### src/rtl/shiftuni_param.sv
// Parametrised universal shift register with multi-step shift/rotate ops,
// executed one bit per clock behind a start/busy/done handshake.
module shiftuni_param #(
    parameter int WIDTH = 8,
    parameter int CNT_W = 4
) (
    input  logic             clk,
    input  logic             rst,
    input  logic             start,
    input  logic [2:0]       mode,
    input  logic [CNT_W-1:0] amt,
    input  logic [WIDTH-1:0] din,
    input  logic             sin_l,
    input  logic             sin_r,
    output logic [WIDTH-1:0] q,
    output logic             sout_l,
    output logic             sout_r,
    output logic             busy,
    output logic             done
);

    typedef enum logic {
        S_IDLE,
        S_RUN
    } state_t;

    typedef enum logic [2:0] {
        M_HOLD = 3'b000,
        M_SHR  = 3'b001,
        M_SHL  = 3'b010,
        M_LOAD = 3'b011,
        M_ROR  = 3'b100,
        M_ROL  = 3'b101,
        M_ASR  = 3'b110,
        M_RSVD = 3'b111
    } mode_t;

    state_t             r_state;
    mode_t              r_mode;
    logic [CNT_W-1:0]   r_cnt;
    logic [WIDTH-1:0]   r_q;
    logic               r_busy;
    logic               r_done;

    state_t             w_state_nx;
    mode_t              w_mode_nx;
    mode_t              w_mode_in;
    logic [CNT_W-1:0]   w_cnt_nx;
    logic [WIDTH-1:0]   w_q_nx;
    logic               w_busy_nx;
    logic               w_done_nx;
    logic [WIDTH-1:0]   w_step;
    logic               w_is_shift;

    assign w_mode_in = mode_t'(mode);

    // One 1-bit step of the latched operation; serial inputs are sampled live.
    always_comb begin
        w_step = r_q;
        case (r_mode)
            M_SHR:   w_step = {sin_l, r_q[WIDTH-1:1]};
            M_SHL:   w_step = {r_q[WIDTH-2:0], sin_r};
            M_ROR:   w_step = {r_q[0], r_q[WIDTH-1:1]};
            M_ROL:   w_step = {r_q[WIDTH-2:0], r_q[WIDTH-1]};
            M_ASR:   w_step = {r_q[WIDTH-1], r_q[WIDTH-1:1]};
            default: w_step = r_q;
        endcase
    end

    always_comb begin
        w_is_shift = 1'b0;
        case (w_mode_in)
            M_SHR, M_SHL, M_ROR, M_ROL, M_ASR: w_is_shift = 1'b1;
            default:                           w_is_shift = 1'b0;
        endcase
    end

    always_comb begin
        w_state_nx = r_state;
        w_mode_nx  = r_mode;
        w_cnt_nx   = r_cnt;
        w_q_nx     = r_q;
        w_busy_nx  = r_busy;
        w_done_nx  = 1'b0;
        case (r_state)
            S_IDLE: begin
                if (start) begin
                    if (w_mode_in == M_LOAD) begin
                        w_q_nx    = din;
                        w_done_nx = 1'b1;
                    end else if (w_is_shift && (amt != '0)) begin
                        w_mode_nx  = w_mode_in;
                        w_cnt_nx   = amt;
                        w_busy_nx  = 1'b1;
                        w_state_nx = S_RUN;
                    end else begin
                        w_done_nx = 1'b1;
                    end
                end
            end
            S_RUN: begin
                w_q_nx   = w_step;
                w_cnt_nx = r_cnt - CNT_W'(1);
                if (r_cnt == CNT_W'(1)) begin
                    w_state_nx = S_IDLE;
                    w_busy_nx  = 1'b0;
                    w_done_nx  = 1'b1;
                end
            end
            default: begin
                w_state_nx = S_IDLE;
                w_busy_nx  = 1'b0;
            end
        endcase
    end

    always_ff @(posedge clk) begin
        if (rst) begin
            r_state <= S_IDLE;
            r_mode  <= M_HOLD;
            r_cnt   <= '0;
            r_q     <= '0;
            r_busy  <= 1'b0;
            r_done  <= 1'b0;
        end else begin
            r_state <= w_state_nx;
            r_mode  <= w_mode_nx;
            r_cnt   <= w_cnt_nx;
            r_q     <= w_q_nx;
            r_busy  <= w_busy_nx;
            r_done  <= w_done_nx;
        end
    end

    assign q      = r_q;
    assign sout_l = r_q[WIDTH-1];
    assign sout_r = r_q[0];
    assign busy   = r_busy;
    assign done   = r_done;

endmodule
### config.mk
export PLATFORM = sky130hd
export DESIGN_NAME = shiftuni_param
export DESIGN_NICKNAME = d
export VERILOG_FILES = /design/src/rtl/shiftuni_param.sv
export SDC_FILE = /design/constraint.sdc
export NUM_CORES = 1
export LEC_CHECK = 0
export ABC_AREA = 1
export CAP_MARGIN = 40
export CORE_MARGIN = 1
export CORE_UTILIZATION = 52
export CTS_CLUSTER_DIAMETER = 150
export DETAILED_ROUTE_END_ITERATION = 8
export GPL_TIMING_DRIVEN = 0
export PLACE_DENSITY = 0.84
export SLEW_MARGIN = 20
export SYNTH_ARGS = -nofsm -noshare
export SYNTH_HDL_FRONTEND = slang
export SYNTH_SLANG_ARGS = --single-unit
### constraint.sdc
create_clock -name clk -period 1.95 [get_ports clk]
set_input_delay 0.585 -clock clk [delete_from_list [all_inputs] [get_ports clk]]
set_output_delay 0.585 -clock clk [all_outputs]
set_load 0.1 [all_outputs]
==> results.json, run 1 <==
{
  "outcome": "complete, no violations",
  "clk_latency_ps": 300,
  "io_buffers": 30,
  "core.rowCount": 17,
  "grt_setup_unrepaired": "no",
  "worstPathArrival_ps": 1320,
  "p_int_mw": 0.744,
  "cp-end-kind": "output pin",
  "root_buffer": "clkbuf_4",
  "drv_slew": 0,
  "p_clk_share_pct": 14.6,
  "synth_top_area_share_pct": 28.8,
  "overflow": 0,
  "synth_nets": 233,
  "setup_slack_ps": 42.3,
  "seq_power_share_pct": 34.4,
  "worst_pin_slew_ps": 298,
  "period_minus_slack_ps": 1910,
  "area_growth_pct": 42.0,
  "yosysWarnings": 0,
  "vdd_drop_max_mv": 0.485,
  "dp_hpwl_mm": 2.51,
  "io-pin-count": 32,
  "tritoncts": "done",
  "die-area_sq_um": 2610,
  "swShare_pct": 44.3,
  "htreeDepth": 1,
  "hold_class": "reg2reg",
  "finalSetupViolCount": 0,
  "final_core_util_pct": 79.6,
  "synth_seq_cells": 18,
  "synth_area_leaders": "dfxtp_1 (29%), nand2_1 (18%), nor2_1 (12%)",
  "drt_iter0_markers": 60,
  "whs_ps": 551,
  "synth_cells": 211,
  "yosysTopAreaCell": "dfxtp_1",
  "numCtsBuffers": 3,
  "n_antenna_cell": 0,
  "ys_types": 22,
  "first_global_vias": 1239,
  "fmax_mhz": 524,
  "die_h_um": 51.1,
  "cap_viol_max_count": 0,
  "layout.nets": 273,
  "cp_data_required_time_ps": 1360,
  "clkTransAtPathRegs_ps": 110,
  "slew_headroom_pct": 80.1,
  "ys.flop_type": "dfxtp_1",
  "drc": 0,
  "drive_gt1_share_pct": 18.9,
  "p_comb_share_pct": 50.9,
  "yosysSeqAreaShare_pct": 28.8,
  "nFillCells": 160,
  "crit_type": "reg2out",
  "p_leak_nw": 0.882,
  "p_switching_mw": 0.591,
  "grt_pass1_wl_mm": 5.43,
  "start_kind": "flop",
  "synth.most_common_cell": "nand2_1",
  "start_util_pct": 56.0,
  "synth-async-reset-ratio_pct": 0,
  "fin_crit_sh_pct": 97.8,
  "dr.pass1.iters": 4,
  "die-width_um": 51.1,
  "hold_viol_final": 0,
  "grt_use_total_pct": 27.8,
  "path_max_fanout": 1,
  "fin_skew_ps": 3.42,
  "routedWlPerCell_um": 12.3,
  "routed_wirelength_mm": 3.41,
  "cts_hold_buf": 0,
  "synth-edff-count": 0,
  "clock_path_buffers": 2,
  "viasPerCell": 5.20,
  "synth_common_cells": "nand2_1 (61), nor2_1 (41), inv_1 (23)",
  "netlist_area_sq_um": 1250,
  "final_antenna_net_count": 0,
  "core-area_sq_um": 2230,
  "postSynthAreaPerCell_sq_um": 5.93,
  "vias": 1441,
  "grt_max_degree": 11,
  "routabilityCongestion": 0.851,
  "pre_cts_ws_ps": -37.9,
  "powerDensity_nw_per_um2": 751,
  "cts_sinks": 18,
  "antenna_found_initial": 0
}
-- state kept, by name, indices dropped and copies added, names as in the netlist --
signal / cells
r_cnt: 4
r_mode: 3
r_state: 1
done: 1
q: 8
busy: 1
-- power groups by stage --
stage                     combinational, mW  sequential (mW)  clock, mW
final                                 0.680            0.459      0.196
after global routing                  0.726            0.463      0.211
after CTS                             0.670            0.459      0.202
after detailed placement              0.676            0.457          0
after global placement                0.574            0.456          0
after floorplan                       0.279            0.615          0
-- path summary, 6_finish.rpt --
check,cells after the start,slack [ps],to,startpoint
worst min register to register,2,550,r_cnt[0],r_cnt[0]
worst min-delay path,2,550,r_cnt[0],r_cnt[0]
worst max-delay path,2,40,done,done
worst max register to register,7,570,r_cnt[2],r_cnt[0]
-- metal layers --
layer,up-vias,part of all wire [%],wire [um],global-route usage (%)
met5,-,0,0,0
met4,0,1.5,50,13.0
met3,6,5.0,169,3.87
met2,60,49,1690,45.6
met1,646,44,1510,35.5
li1,729,-,-,-
-- cells in the final DEF, fill, tap and decap left out, drive strengths merged --
| cell type | Yosys | final |
|---|---|---|
| a21oi | 7 | 7 |
| nand3 | 21 | 21 |
| nand4 | 5 | 5 |
| inv | 27 | 27 |
| buf | 8 | 23 |
| clkdlybuf4s50 | 0 | 19 |
| clkbuf | 1 | 4 |
| nor2 | 43 | 43 |
| o21ai | 12 | 12 |
| nand2 | 64 | 64 |
| dfxtp | 18 | 18 |
| dlygate4sd2 | 0 | 1 |
| ha | 2 | 2 |
| or2 | 3 | 3 |
-- kinds of logic after synthesis --
logic type | synth area share [%]
and+or+nand+nor | 47.9
buffers and inverters | 13.7
AOI/OAI and AO/OA | 7.60
DFF | 28.8
adders and majority gates | 2.00
-- repair_timing --
action                     in CTS  in global routing
setup endpoints to repair      11                  1
setup buffers                   2                  0
gates resized for setup        16                  1
-- critical path: stages (launching register included) --
cell	delay [ps]
dfxtp_1	320
clkdlybuf4s50_1	520
buf_12	180
-- through the flow --
step / power [mW] / setup TNS, ps / cell area, sq um / std cells
floorplan: 0.894 / 0 / 1250 / 211
global placement: 1.03 / -1640 / 1590 / 269
detailed placement: 1.13 / -158 / 1770 / 281
CTS: 1.33 / 0 / 1770 / 277
global route: 1.40 / 0 / 1780 / 277
finish: 1.33 / 0 / 1780 / 277
-- cell type report --
cell class | instances | area, sq um | area share, %
inverter | 27 | 104 | 5.85
multi-input combinational | 157 | 719 | 40.5
buffer | 9 | 67.6 | 3.80
sequential | 18 | 367 | 20.6
timing repair buffer | 35 | 462 | 26.0
clock buffer | 3 | 22.5 | 1.27
tap | 28 | 35.0 | 1.97
No activity file was read; power rests on OpenSTA's default activity.
==> run 2, diff against run 1 <==
--- a/config.mk
+++ b/config.mk
@@ -7,7 +7,7 @@
 export LEC_CHECK = 0
 export ABC_AREA = 1
 export CAP_MARGIN = 40
-export CORE_MARGIN = 1
+export CORE_MARGIN = 2
 export CORE_UTILIZATION = 52
 export CTS_CLUSTER_DIAMETER = 150
 export DETAILED_ROUTE_END_ITERATION = 8
==> results.json, run 2 (synthesis gave the netlist of run 1 again) <==
{
  "outcome": "complete, no violations",
  "clk_latency_ps": 300,
  "viasPerCell": 5.27,
  "period_minus_slack_ps": 1920,
  "crit_type": "reg2out",
  "finalSetupViolCount": 0,
  "p_leak_nw": 0.888,
  "r2r-start": "r_cnt[0]",
  "slew_headroom_pct": 75.6,
  "worst_r2r_path_depth": 7,
  "grt_pass1_wl_mm": 6.07,
  "layout_commonest_cell": "nand2_1",
  "vdd_drop_max_mv": 0.581,
  "fin_crit_sh_pct": 98.2,
  "drt_iter0_markers": 55,
  "tritoncts": "done",
  "drv_slew": 0,
  "dr.pass1.iters": 5,
  "hold_class": "reg2reg",
  "rrSetupSlack_ps": 590,
  "overflow": 0,
  "cp_data_required_time_ps": 1360,
  "hold_viol_final": 0,
  "pre_cts_ws_ps": -95.2,
  "antenna_found_initial": 0,
  "largest_register_ffs": 8,
  "holdPathStages": 2,
  "routedWlPerCell_um": 12.9,
  "io-pin-count": 32,
  "core-area_sq_um": 2230,
  "power_mw": 1.39,
  "nFillCells": 153,
  "drc": 0,
  "cp-end-kind": "output pin",
  "final_cells": 278,
  "routabilityCongestion": 0.841,
  "hold_path_startpoint": "r_cnt[0]",
  "worstPathArrival_ps": 1330,
  "first_global_vias": 1411,
  "root_buffer": "clkbuf_4",
  "area_growth_pct": 42.8,
  "htreeDepth": 1,
  "setup_slack_ps": 34.5,
  "fin_skew_ps": 0.721,
  "start_kind": "flop",
  "dp_hpwl_mm": 2.64,
  "io_buffers": 30,
  "layout.nets": 273,
  "powerDensity_nw_per_um2": 776,
  "die-area_sq_um": 2810,
  "drive_gt1_share_pct": 19.6,
  "fmax_mhz": 522,
  "final_cell_mix": "nand2_1 (61), nor2_1 (41), inv_1 (23), clkdlybuf4s50_1 (19), nand3_1 (18)",
  "post-place-cells": 281,
  "numCtsBuffers": 3,
  "clkTransAtPathRegs_ps": 110,
  "grt_use_total_pct": 29.4,
  "die-width_um": 53.1,
  "min_to": "r_cnt[0]",
  "start_util_pct": 56.0,
  "grt_max_degree": 11,
  "r2r-end": "r_cnt[2]",
  "cts_sinks": 18,
  "die_h_um": 53.1,
  "n_antenna_cell": 0,
  "routed_wirelength_mm": 3.58,
  "clock_path_buffers": 2,
  "vias": 1465,
  "path_max_fanout": 1,
  "core.rowCount": 17,
  "cap_viol_max_count": 0,
  "worst_pin_slew_ps": 365,
  "whs_ps": 560,
  "grt_setup_unrepaired": "no",
  "final_antenna_net_count": 0,
  "cts_hold_buf": 0
}
## run 2: changes by cell type in the layout (fill, tap and decap cells not counted), sizes merged
cell | previous run | this run
clkbuf | 4 | 5
## run 2: metrics by stage
step           setup TNS, ps  cell area [sq um]  util [%]
2_1_floorplan              0               1250         -
3_3_place_gp           -1630               1590      71.1
3_5_place_dp            -457               1770      79.2
4_1_cts                    0               1790      80.0
5_1_grt                    0               1790      80.0
6_report                   0               1790      80.0
## run 2: layout make-up
| cell class | instances | area, sq um | share of cell area [%] |
|---|---|---|---|
| Clock buffer | 4 | 36.3 | 2.03 |
| Sequential cell | 18 | 368 | 20.6 |
| Multi-Input combinational cell | 157 | 719 | 40.3 |
| Timing Repair Buffer | 35 | 457 | 25.6 |
| Tap cell | 28 | 35.0 | 1.96 |
| Buffer | 9 | 67.6 | 3.78 |
| Inverter | 27 | 104 | 5.81 |
## run 2: critical path: stages (launching register included)
cell and delay [ps]:
dfxtp_1 320, clkdlybuf4s50_1 500, buf_8 200
## run 2: worst max path at each step
stage	depth (start not counted)	to	start	slack (ps)
2_1_floorplan	1	q[0]	q[0]	310
3_3_place_gp	2	q[0]	q[0]	-220
3_5_place_dp	10	q[1]	mode[1]	-100
4_1_cts	2	done	done	20
5_1_grt	2	done	done	5
6_report	2	done	done	30
## run 2: timing repair
item	in CTS	in global routing
setup buffers	2	0
setup endpoints to repair	11	0
endpoints found under the hold margin	0	0
resized for setup	17	0
## run 2: per-layer routing
layer / up-vias / wire, um / track usage [%]
li1: 731 / - / -
met1: 656 / 1420 / 34.3
met2: 66 / 1820 / 52.3
met3: 12 / 243 / 3.95
met4: 0 / 103 / 14.5
met5: - / 0 / 0
## run 2: report_power, final
group	switching [mW]	total [mW]	internal [mW]
logic	0.421	0.679	0.258
clock network	0.132	0.246	0.114
registers	0.0497	0.462	0.412
